$ cat config.mk
export PLATFORM = sky130hd
export DESIGN_NAME = icache
export DESIGN_NICKNAME = d
export VERILOG_FILES = /design/src/rtl/lc3b_types.sv /design/src/rtl/icache_array.sv /design/src/rtl/icache.sv
export SDC_FILE = /design/constraint.sdc
export NUM_CORES = 1
export LEC_CHECK = 0
export CORE_MARGIN = 2
export CORE_UTILIZATION = 45
export CTS_CLUSTER_SIZE = 14
export DETAILED_ROUTE_END_ITERATION = 8
export PLACE_DENSITY_LB_ADDON = 0.08
export SYNTH_ARGS = -nofsm -noshare
export SYNTH_HDL_FRONTEND = slang
export SYNTH_SLANG_ARGS = --single-unit
$ cat constraint.sdc
create_clock -name clk -period 17.85 [get_ports clk]
set_input_delay 5.355 -clock clk [delete_from_list [all_inputs] [get_ports clk]]
set_output_delay 5.355 -clock clk [all_outputs]
set_load 0.02 [all_outputs]
$ cat src/rtl/lc3b_types.sv
// Shared LC-3b word/line types plus instruction-cache geometry and FSM encoding.
package lc3b_types;
  typedef logic [15:0]  lc3b_word;
  typedef logic [127:0] lc3b_data;

  localparam int ICACHE_OFFSET_W = 4;
  localparam int ICACHE_INDEX_W  = 3;
  localparam int ICACHE_TAG_W    = 9;
  localparam int ICACHE_LINES    = 1 << ICACHE_INDEX_W;

  typedef enum logic {
    IC_IDLE = 1'b0,
    IC_FILL = 1'b1
  } icache_state_t;
endpackage

$ cat src/rtl/icache_array.sv
// Direct-mapped line storage: data, tag and valid per line, one write port, combinational read.
module icache_array
  import lc3b_types::*;
(
  input  logic                      clk,
  input  logic                      rst,
  input  logic                      we,
  input  logic [ICACHE_INDEX_W-1:0] w_index,
  input  logic [ICACHE_TAG_W-1:0]   w_tag,
  input  logic [127:0]              w_data,
  input  logic [ICACHE_INDEX_W-1:0] r_index,
  output logic                      r_valid,
  output logic [ICACHE_TAG_W-1:0]   r_tag,
  output logic [127:0]              r_data
);
  logic [ICACHE_LINES-1:0] valid;
  lc3b_data                data_mem [ICACHE_LINES];
  logic [ICACHE_TAG_W-1:0] tag_mem  [ICACHE_LINES];

  always_ff @(posedge clk) begin
    if (rst) begin
      valid <= '0;
    end else if (we) begin
      valid[w_index] <= 1'b1;
    end
  end

  // Line data and tags are never reset; only the valid bits qualify them.
  always_ff @(posedge clk) begin
    if (we) begin
      data_mem[w_index] <= w_data;
      tag_mem[w_index]  <= w_tag;
    end
  end

  assign r_valid = valid[r_index];
  assign r_tag   = tag_mem[r_index];
  // Invalid lines read as zero so uninitialised storage never reaches fetch.
  assign r_data  = r_valid ? data_mem[r_index] : '0;
endmodule

$ cat src/rtl/icache.sv
// Read-only direct-mapped instruction cache: zero-cycle hits, blocking single-line fills.
module icache
  import lc3b_types::*;
(
  input  logic         clk,
  input  logic         rst,
  input  logic [15:0]  imem_address,
  input  logic         imem_action_stb,
  input  logic         imem_action_cyc,
  output logic [127:0] imem_rdata,
  output logic         imem_resp,
  output logic [15:0]  pmem_address,
  output logic         pmem_read,
  input  logic [127:0] pmem_rdata,
  input  logic         pmem_resp,
  output logic [15:0]  hit_count,
  output logic [15:0]  miss_count
);
  icache_state_t state, state_next;
  lc3b_word      line_addr;
  logic          req;
  logic          hit;
  logic          fill_start;
  logic          fill_done;
  logic          arr_we;
  logic          arr_valid;
  logic [ICACHE_TAG_W-1:0] arr_tag;

  function automatic logic [15:0] sat_inc(input logic [15:0] v);
    return (v == 16'hFFFF) ? v : v + 16'd1;
  endfunction

  icache_array u_array (
    .clk     (clk),
    .rst     (rst),
    .we      (arr_we),
    .w_index (line_addr[6:4]),
    .w_tag   (line_addr[15:7]),
    .w_data  (pmem_rdata),
    .r_index (imem_address[6:4]),
    .r_valid (arr_valid),
    .r_tag   (arr_tag),
    .r_data  (imem_rdata)
  );

  assign req = imem_action_stb & imem_action_cyc;
  assign hit = (state == IC_IDLE) & req & arr_valid & (arr_tag == imem_address[15:7]);

  always_comb begin
    state_next = state;
    fill_start = 1'b0;
    fill_done  = 1'b0;
    case (state)
      IC_IDLE: begin
        if (req && !hit) begin
          state_next = IC_FILL;
          fill_start = 1'b1;
        end
      end
      IC_FILL: begin
        if (pmem_resp) begin
          state_next = IC_IDLE;
          fill_done  = 1'b1;
        end
      end
      default: state_next = IC_IDLE;
    endcase
  end

  // Reset outranks a completing fill, so an abandoned line is never written.
  assign arr_we       = fill_done & ~rst;
  assign imem_resp    = hit & ~rst;
  assign pmem_read    = (state == IC_FILL);
  assign pmem_address = pmem_read ? line_addr : 16'h0000;

  always_ff @(posedge clk) begin
    if (rst) begin
      state <= IC_IDLE;
    end else begin
      state <= state_next;
    end
  end

  // The fill address is captured once so fetch may wander while memory answers.
  always_ff @(posedge clk) begin
    if (rst) begin
      line_addr <= '0;
    end else if (fill_start) begin
      line_addr <= imem_address & 16'hFFF0;
    end
  end

  always_ff @(posedge clk) begin
    if (rst) begin
      hit_count  <= '0;
      miss_count <= '0;
    end else begin
      if (imem_resp)  hit_count  <= sat_inc(hit_count);
      if (fill_start) miss_count <= sat_inc(miss_count);
    end
  end
endmodule

---- Yosys cells after proc, flatten, opt, wreduce, memory -nomap -nowiden ----
Memories as Yosys holds them, arrays and structs flattened.
Index checks and enable logic that the tools add are counted.
word-level totals
  output and inout bits ................... 178
  input port bits ......................... 149
  bits in registers ....................... 53
  memory bits (writable) .................. 1096
  memories ................................ 2
memory list
  name              depth  bits a word  rd ports  clocked after Yosys merged registers in  write ports  line                source
  u_array.data_mem  8      128          1         0                                        1            icache_array.sv:17  lc3b_data data_mem [ICACHE_LINES];
  u_array.tag_mem   8      9            1         0                                        1            icache_array.sv:18  logic [ICACHE_TAG_W-1:0] tag_mem [ICACHE_LINES];
operators by class
  multiplexer cells ....................... 14
  reduce and logical (&&, ||, !) cells .... 5
  order comparisons ....................... 3
  add/sub/neg operators ................... 2
  bitwise gates (word level) .............. 11
  eq/ne operators ......................... 3
operators by type and width
  kind                   count
  $mux 128               1
  $add 16x1->16 const B  2
  $eq 16x16->1 const B   2
  $mux 16                1
  $eq 9x9->1             1
  $mux 1                 9
  $lt 3x4->1 const B     2
  $or 8x8->8             1
  $and 1x1->1            6
  $not 1->1              4
  $reduce_and 2->1       2
  $bmux 1 s3             1
  $demux 1 s3            1
  $ge 3x1->1 const B     1
  $logic_and 1x1->1      2
  $pmux 1 s2             1
  $logic_not 1->1        1

---- Longest topological paths before layout ----
  word-level depth ........................ 9
  depth in mapped cells ................... 12
  gate-level depth less buffers ........... 8

---- Cells and area by module ----
From an unflattened synthesis, not the netlist that was laid out.
second synthesis, totals
  cell total of the unflattened synthesis .. 2050
  area, all modules ....................... 44276.2 um2
by module, submodules not included
  module        cells an instance  area an instance (um2)  sequential area each (um2)  times used
  icache_array  1762               41786.3                 33071.7                     1
  icache        288                2489.9                  900.9                       1

---- Worst setup path after synthesis ----
Ideal clock, no wire load.
  kind .................................... input port to flip-flop
  start point ............................. in pmem_resp
  end point ............................... mem u_array.data_mem[0][0] (netlist name), enable pin
  path buffers ............................ 0
  data required time ...................... 17046 ps
  arrival time ............................ 14960 ps
  slack ................................... 2086 ps
  stages on the path ...................... 3
  setup time .............................. 804 ps
  cells stage by stage .................... nor2b_1 -> nand3b_1 -> nor3_1
between the ends
  cells in the longest elaborated chain, start to end .. 5
RTL lines
  element                       line                source
  start, declared               icache.sv:15        input logic pmem_resp,
  $mux 1                        icache.sv:61        if (pmem_resp) begin
  $mux 1                        icache.sv:53        case (state)
  $and 1x1->1                   icache.sv:71        assign arr_we = fill_done & ~rst;
  $mux 1                        icache_array.sv:30  if (we) begin
  $mux 1 (implied by the code)  icache_array.sv:31  data_mem[w_index] <= w_data;
  end, declared                 icache_array.sv:17
No other way between the ends.

---- Worst setup path in the final report ----
  start point ............................. in imem_address[4]
  end point ............................... out imem_resp
between the ends
  cells in the longest elaborated chain, start to end .. 5
  elaborated cells between the ends (all ways) .. 7
  those cells by class .................... eq/ne: 1; mux: 2; bitwise: 3; memory: 1
RTL lines
  element                                                              line          source
  start, declared                                                      icache.sv:7   input logic [15:0] imem_address,
  parallel branches: the longest is 3 deep, another holds $mem_v2 8x9  -
  $and 1x1->1 *                                                        icache.sv:47  assign hit = (state == IC_IDLE) & req & arr_valid & (arr_tag == imem_address[15:7]);
  $and 1x1->1 *                                                        icache.sv:72  assign imem_resp = hit & ~rst;
  end, declared                                                        icache.sv:11  output logic imem_resp,
Mark *: on every way between the ends. The select of a mux whose other input is x is not followed.

==> results_dict.tcl <==
set metrics [dict create \
    status "finished clean" \
    critPathArrivalTime_ns 9.17 \
    synth.largest_area_cell "edfxtp_1" \
    synth-async-reset-ratio_pct 0 \
    num-nets-final 2602 \
    netlist_top_cells_area "edfxtp_1 (74%), mux4_2 (14%), mux2i_1 (3.5%)" \
    wl_per_cell_um 25.7 \
    slowest_delay_ns 0.80 \
    grt_use_total_pct 19.5 \
    syn-cell-area_um2 44200 \
    cts_buffer_depth 3 \
    drc 0 \
    syn_to_final_growth_pct 19.5 \
    cts_tree "yes" \
    synth_top_area_share_pct 74.4 \
    hold_ws_ns 0.473 \
    ys_seq_area_share_pct 76.8 \
    slew_headroom_pct 25.9 \
    grt_pass1_vias 22300 \
    vdd_drop_max_mv 0.120 \
    syn_inst 2087 \
    wl_um 98200 \
    num_vias 21200 \
    antenna_found_initial 13 \
    grt_overflow 0 \
    fin_crit_ns 14.53 \
    antenna_left 0 \
    gp_congestion 0.741 \
    grt_pass1_wl_um 146000 \
    required_ns 12.49 \
    dpl-instance-area_um2 48900 \
    hp-class "register to register" \
    setup_viol 0 \
    cellPowerDensity_nw_per_um2 107 \
    cp-end-kind "primary output" \
    cts_max_level 3 \
    ys_ff_latch 1149 \
    cts_setup_buffers 0 \
    crit_chain "buf_8, buf_4, mux2i_1, mux4_2, xor2_1, o211ai_1, or4_4, nor3_1, clkdlybuf4s50_1" \
    synth_edf_count 1096 \
    cts-root-buf "clkbuf_16" \
    design_area_um2 52900 \
    grt_setup_unrepaired "false" \
    drv_cap 0 \
    fp-row-count 114 \
    cts.sinks 1149 \
    vias_per_cell 5.54 \
    portBuffers 318 \
    drt-pass1-iter-count 5 \
    yosysWarningCount 0 \
    first_iter_violations 1669 \
    path_max_fanout 44 \
    startpoint_type "primary input" \
    p_leak_nw 17.0 \
    post-route-util_pct 54.5 \
    hold_buffers 0 \
    drive_gt1_share_pct 20.6 \
    drv_slew 0 \
    pin_count 327 \
    die_x_um 317 \
    ys.flop_type "edfxtp_1" \
    fill_cells 7500 \
    fin_tns_setup_ns 0 \
    period_share_pct 81.4 \
    hpwl_um 52600 \
    cts-buffers-inserted 116 \
    coreArea_um2 97000 \
    crit_type "primary input to primary output" \
    design.die.area_um2 101000 \
    skew_ns 0.0177 \
    start_util_pct 45.6 \
    clkLatencyLatePin_ns 0.70 \
    p_total_w 0.00566 \
    fp.dieH_um 317 \
    max_freq_ghz 0.0688 \
    path_clk_slew_ns 0.06 \
    grt_max_degree 107 \
    finalHoldViolations 0 \
    slowest_stage "buf_4" \
    avgSynthCellArea_um2 21.2 \
    synthDistinctLibCells 42 \
    tightest_slew_ns 1.11 \
    ctsResizeCount 0 \
]
==> final timing paths <==
path | startpoint | to | slack [ns] | depth (start not counted)
worst max register to register | pmem_read | u_array.data_mem[7][124] | 14.21 | 5
worst max-delay path | imem_address[4] | imem_resp | 3.32 | 9
worst min-delay path | u_array.valid[7] | u_array.valid[7] | 0.47 | 2
worst min register to register | u_array.valid[7] | u_array.valid[7] | 0.47 | 2
==> cell families (layout without fill, tap and decap cells) <==
| logic type | after synthesis | in the layout | share of synthesized area (%) |
|---|---|---|---|
| xor+xnor | 8 | 8 | 0.158 |
| flops | 1149 | 1149 | 76.8 |
| compound gates | 46 | 46 | 0.705 |
| mux | 439 | 439 | 17.6 |
| buf+inv | 123 | 582 | 1.18 |
| fa+ha+maj | 2 | 2 | 0.0566 |
| other cells | 1 | 7 | 0.00848 |
| simple gates | 319 | 319 | 3.43 |
==> cell usage after synthesis (3+ instances only) <==
cell	number
or4_1	10
or3_1	8
and2_1	13
mux2_2	9
nand4_1	9
nor2_1	174
clkbuf_1	67
dfxtp_1	53
nor2b_1	16
mux2i_1	155
mux2_1	5
a31o_2	13
nand2_1	23
buf_4	7
and3_1	6
nor4_1	6
buf_2	3
a21oi_1	14
xor2_1	8
mux4_2	270
buf_6	4
inv_1	6
nand3_1	22
and4_1	13
buf_1	36
edfxtp_1	1096
nor3_1	11
nand2b_1	4
o31ai_1	4
o21ai_0	8
==> worst max-delay path, delay by kind of cell <==
family                    cells  cell delay [ns]
muxes                         2             0.69
buffers and inverters         3             1.78
and+or+nand+nor               2             0.86
xor gates and xnor gates      1             0.18
AOI/OAI and AO/OA             1             0.16
==> through the flow <==
step           instances  setup WS, ns
6_report            3828          3.32
4_1_cts             3825          3.21
5_1_grt             3827          2.95
2_1_floorplan       2090          2.09
3_3_place_gp        3609          3.25
3_5_place_dp        3609          3.23
==> where the power goes <==
group	switching, W	total [W]	internal [W]
Combinational	0.000113	0.000220	0.000107
Sequential	0.00000538	0.00296	0.00296
Clock	0.00100	0.00247	0.00147
Total	0.00112	0.00566	0.00454
==> sequential cells by signal (all words and copies together), names as in the netlist <==
signal            count
pmem_read             1
hit_count            16
line_addr            12
u_array.valid         8
miss_count           16
u_array.tag_mem      72
u_array.data_mem   1024
==> cell usage in the layout, fill, tap and decap left out, drive strengths merged, types with 2 or more instances in the layout <==
master	count
a21oi	14
a31o	13
and2	13
and3	6
and4	13
buf	46
bufinv	18
clkbuf	154
clkdlybuf4s50	314
clkinv	35
clkinvlp	5
conb	4
dfxtp	53
diode	3
edfxtp	1096
ha	2
inv	10
mux2	14
mux2i	155
mux4	270
nand2	23
nand2b	4
nand3	22
nand4	9
nor2	174
nor2b	16
nor3	11
nor4	6
o211ai	2
o21ai	8
o31ai	4
or3	8
or4	11
xor2	8
==> routing by layer <==
metal / vias up / GRT usage, % / share of wire (%)
met3: 145 / 4.12 / 4.7
li1: 9329 / - / -
met2: 453 / 34.1 / 52
met4: 22 / 4.49 / 1.8
met5: - / 0 / 0.14
met1: 11200 / 25.0 / 41
==> final cells by class <==
cell class	count	area, µm²	share of cell area (%)
Sequential cell	1149	34000	64.3
Antenna cell	3	7.51	0.0142
Tap cell	1276	1600	3.02
Multi-Input combinational cell	818	9800	18.5
Clock inverter	62	843	1.60
Inverter	6	22.5	0.0426
Timing Repair Buffer	360	3530	6.69
Clock buffer	154	3070	5.82
(Power assumes the default switching activity.)
==> RTL change (config.mk and constraints unchanged) <==
Register the output `miss_count` once more, with the module's reset; this adds one clock of latency there. The other outputs are not delayed to match.
--- a/src/rtl/icache.sv
+++ b/src/rtl/icache.sv
@@ -18,2 +18,4 @@
 );
+
+  logic [15:0] miss_count_s0;
   icache_state_t state, state_next;
@@ -95,8 +97,16 @@
       hit_count  <= '0;
+      miss_count_s0 <= '0;
+    end else begin
+      if (imem_resp)  hit_count  <= sat_inc(hit_count);
+      if (fill_start) miss_count_s0 <= sat_inc(miss_count_s0);
+    end
+  end
+  always_ff @(posedge clk) begin
+    if (rst) begin
       miss_count <= '0;
     end else begin
-      if (imem_resp)  hit_count  <= sat_inc(hit_count);
-      if (fill_start) miss_count <= sat_inc(miss_count);
+      miss_count <= miss_count_s0;
     end
   end
+
 endmodule
Check against the original RTL: not settled (the Yosys comparison gave no result); the edit may change what the design does.
==> RTL change against the unedited design <==
Clock power grew 2%; via count grew 1.4%; routed wire length grew 0.29%; setup slack got worse by 0.11 ns; synthesized area grew 0.85%; maximum frequency decreased by 0.76%; worst hold slack worse by 0.0045 ns; total power rose by 1.3%; non-clock buffer count decreased by 9; final area up 0.81%; synthesized cell count rose by 1.3%; sequential cell count rose by 16; critical endpoint is now imem_rdata[125]; largest power group unchanged; highest routed layer unchanged.
==> RTL change: results (changes against the unedited design) <==
- The total leakage power came to 17.2 nW (+1.1%).
- The maximum number of pins on one net before global-route repair was 124 (+16%).
* Worst flop-to-flop path endpoint: u_array.data_mem[2][39]
- The largest fanout on the critical path is 91 (+110%).
- The placed cell area was 49300 um^2 (+0.70%).
- Start point of the worst hold path: u_array.valid[2]
- The number of cells in the design after placement was 3637 (+0.78%).
- Global routing usage summed across all routing layers: 19.6% (+0.10 points)
- The global-route track usage on met1 came to 26.8% (+1.8 points).
- CTS max path bufs: 3 (unchanged)
* Port Buf Inserts: 318 (unchanged)
- GPL Wtd Cong: 0.769 (+3.8%)
* Detailed Route WL: 98500 um (+0.29%)
* Global-route wire length before repair: 148000 um (+1.4%)
- The count of cells resized by post-cts repair is 0 (unchanged).
* Finished Layout Cells: 3867 (+1.0%)
* Worst VDD drop: 0.0000826 V (-31%)
- Register-to-Register Path Depth: 4 (-1)
- Number of design-rule violations left by the first detailed-router iteration: 1691 (+1.3%)
* Worst-case clock skew: 0.0191 ns (+0.00148 ns)
- Pre-CTS worst setup slack: 3.11 ns (-0.113 ns)
* Number of fillers in the final layout: 7642 (+1.9%)
- The run finished with clean final reports.
* Hold Crit Endpoint: u_array.valid[2]
- The number of warnings issued by yosys came to 0 (unchanged).
- Average cell area after synthesis: 21.1 um^2 (-0.48%)
- The number of distinct library cell variants in the gate-level netlist after synthesis came to 48 (+14%).
- The met2 capacity usage during global routing is 32.3% (-1.8 points).
- The reg-to-reg setup timing slack is 14.46 ns (+0.25 ns).
- The share of layout cells above drive strength 1 is 20.1% (-0.41 points).
- The tightest slew margin relative to the limit was 26.3% (+0.44 points).
- Leading post-synthesis cells by cell area: edfxtp_1 74%, mux4_2 14%, mux2i_1 3.3%
* Leading cell types by count after synthesis: 1096 x edfxtp_1, 272 x mux4_2, 186 x nor2_1
- The number of global-route vias before repair came to 23200 (+4.0%).
* Antenna violations before repair: 9 (-4)
* Worst endpoint data arrival time: 9.28 ns (+0.11 ns)
* Share of synthesized area occupied by flip-flops and latches: 76.9% (about the same)
- The number of buffers inserted during clock tree synthesis was 120 (+3.4%).
- The final HPWL from detailed placement came to 50500 um (-3.9%).
- Vias per Instance: 5.56 (+0.36%)
- Internal Power: 4.61 mW (+1.5%)
- The met3 capacity usage during global routing came to 3.79% (-0.33 points).
* Number of nets in the final layout: 2623 (+0.81%)
RTL change: cell types whose count changed in the layout (fill, tap and decap cells not counted), sizes merged, moves of 7 or more:
cell    delta
and4       -9
clkbuf     -7
o21ai     +13
mux2i     -10
buf        -9
a31o      -13
clkinv    +20
dfxtp     +16
nor2      +12
nand2     -11
a21oi      +7
nor2b     +13
or4        -9
mux2       +8
RTL change: cell families after synthesis:
group	Yosys count	synth area share (%)
XOR/XNOR	7	0.138
adder cells (fa/ha/maj)	2	0.0561
AO/OA/AOI/OAI	49	0.609
flip-flops	1165	76.9
AND/OR/NAND/NOR	327	3.50
other	1	0.00841
multiplexers	439	17.6
buffers and inverters	125	1.22
RTL change: per-stage QoR:
step | util (%) | hold WS [ns]
2_1_floorplan | - | 0.435
3_3_place_gp | 50.1 | 0.443
3_5_place_dp | 50.1 | 0.462
4_1_cts | 54.2 | 0.476
5_1_grt | 54.2 | 0.498
6_report | 54.2 | 0.468
RTL change: layout make-up:
| cell class | count | area (um^2) | share of cell area, % |
|---|---|---|---|
| clock inverters | 79 | 810 | 1.52 |
| multi-input cells | 828 | 9830 | 18.4 |
| clock buffers | 147 | 3190 | 5.98 |
| diodes | 4 | 10.0 | 0.0188 |
| inverters | 6 | 22.5 | 0.0423 |
| well taps | 1287 | 1610 | 3.02 |
| flip-flops and latches | 1165 | 34300 | 64.4 |
| repair buffers | 351 | 3520 | 6.60 |
RTL change: worst max path at each step:
stage                               start                      to  slack, ns
after floorplan                 pmem_resp  u_array.data_mem[0][0]       1.97
after global placement    imem_address[5]         imem_rdata[125]       3.05
after detailed placement  imem_address[5]         imem_rdata[125]       3.11
after CTS                 imem_address[5]         imem_rdata[125]       3.10
after global routing      imem_address[4]          imem_rdata[25]       2.91
final                     imem_address[5]         imem_rdata[125]       3.21
RTL change: per-layer routing:
metal,vias up,routed length [um]
li1,9382,-
met1,11500,42600
met2,486,49100
met3,129,5010
met4,8,1740
met5,-,48
RTL change: critical path, stage by stage:
cell and delay (ns):
buf_8 0.60, buf_4 0.85, buf_4 0.92, mux4_2 0.37
mux2i_1 0.10, nor2_1 0.26, clkdlybuf4s50_1 0.67
RTL change: power by group through the flow:
stage | Combinational [mW] | Sequential [mW] | Clock [mW]
after floorplan | 0.131 | 3.06 | 0
after global placement | 0.221 | 3.06 | 0
after detailed placement | 0.226 | 3.06 | 0
after CTS | 0.227 | 3.00 | 2.58
after global routing | 0.242 | 3.00 | 2.68
final | 0.222 | 3.00 | 2.51
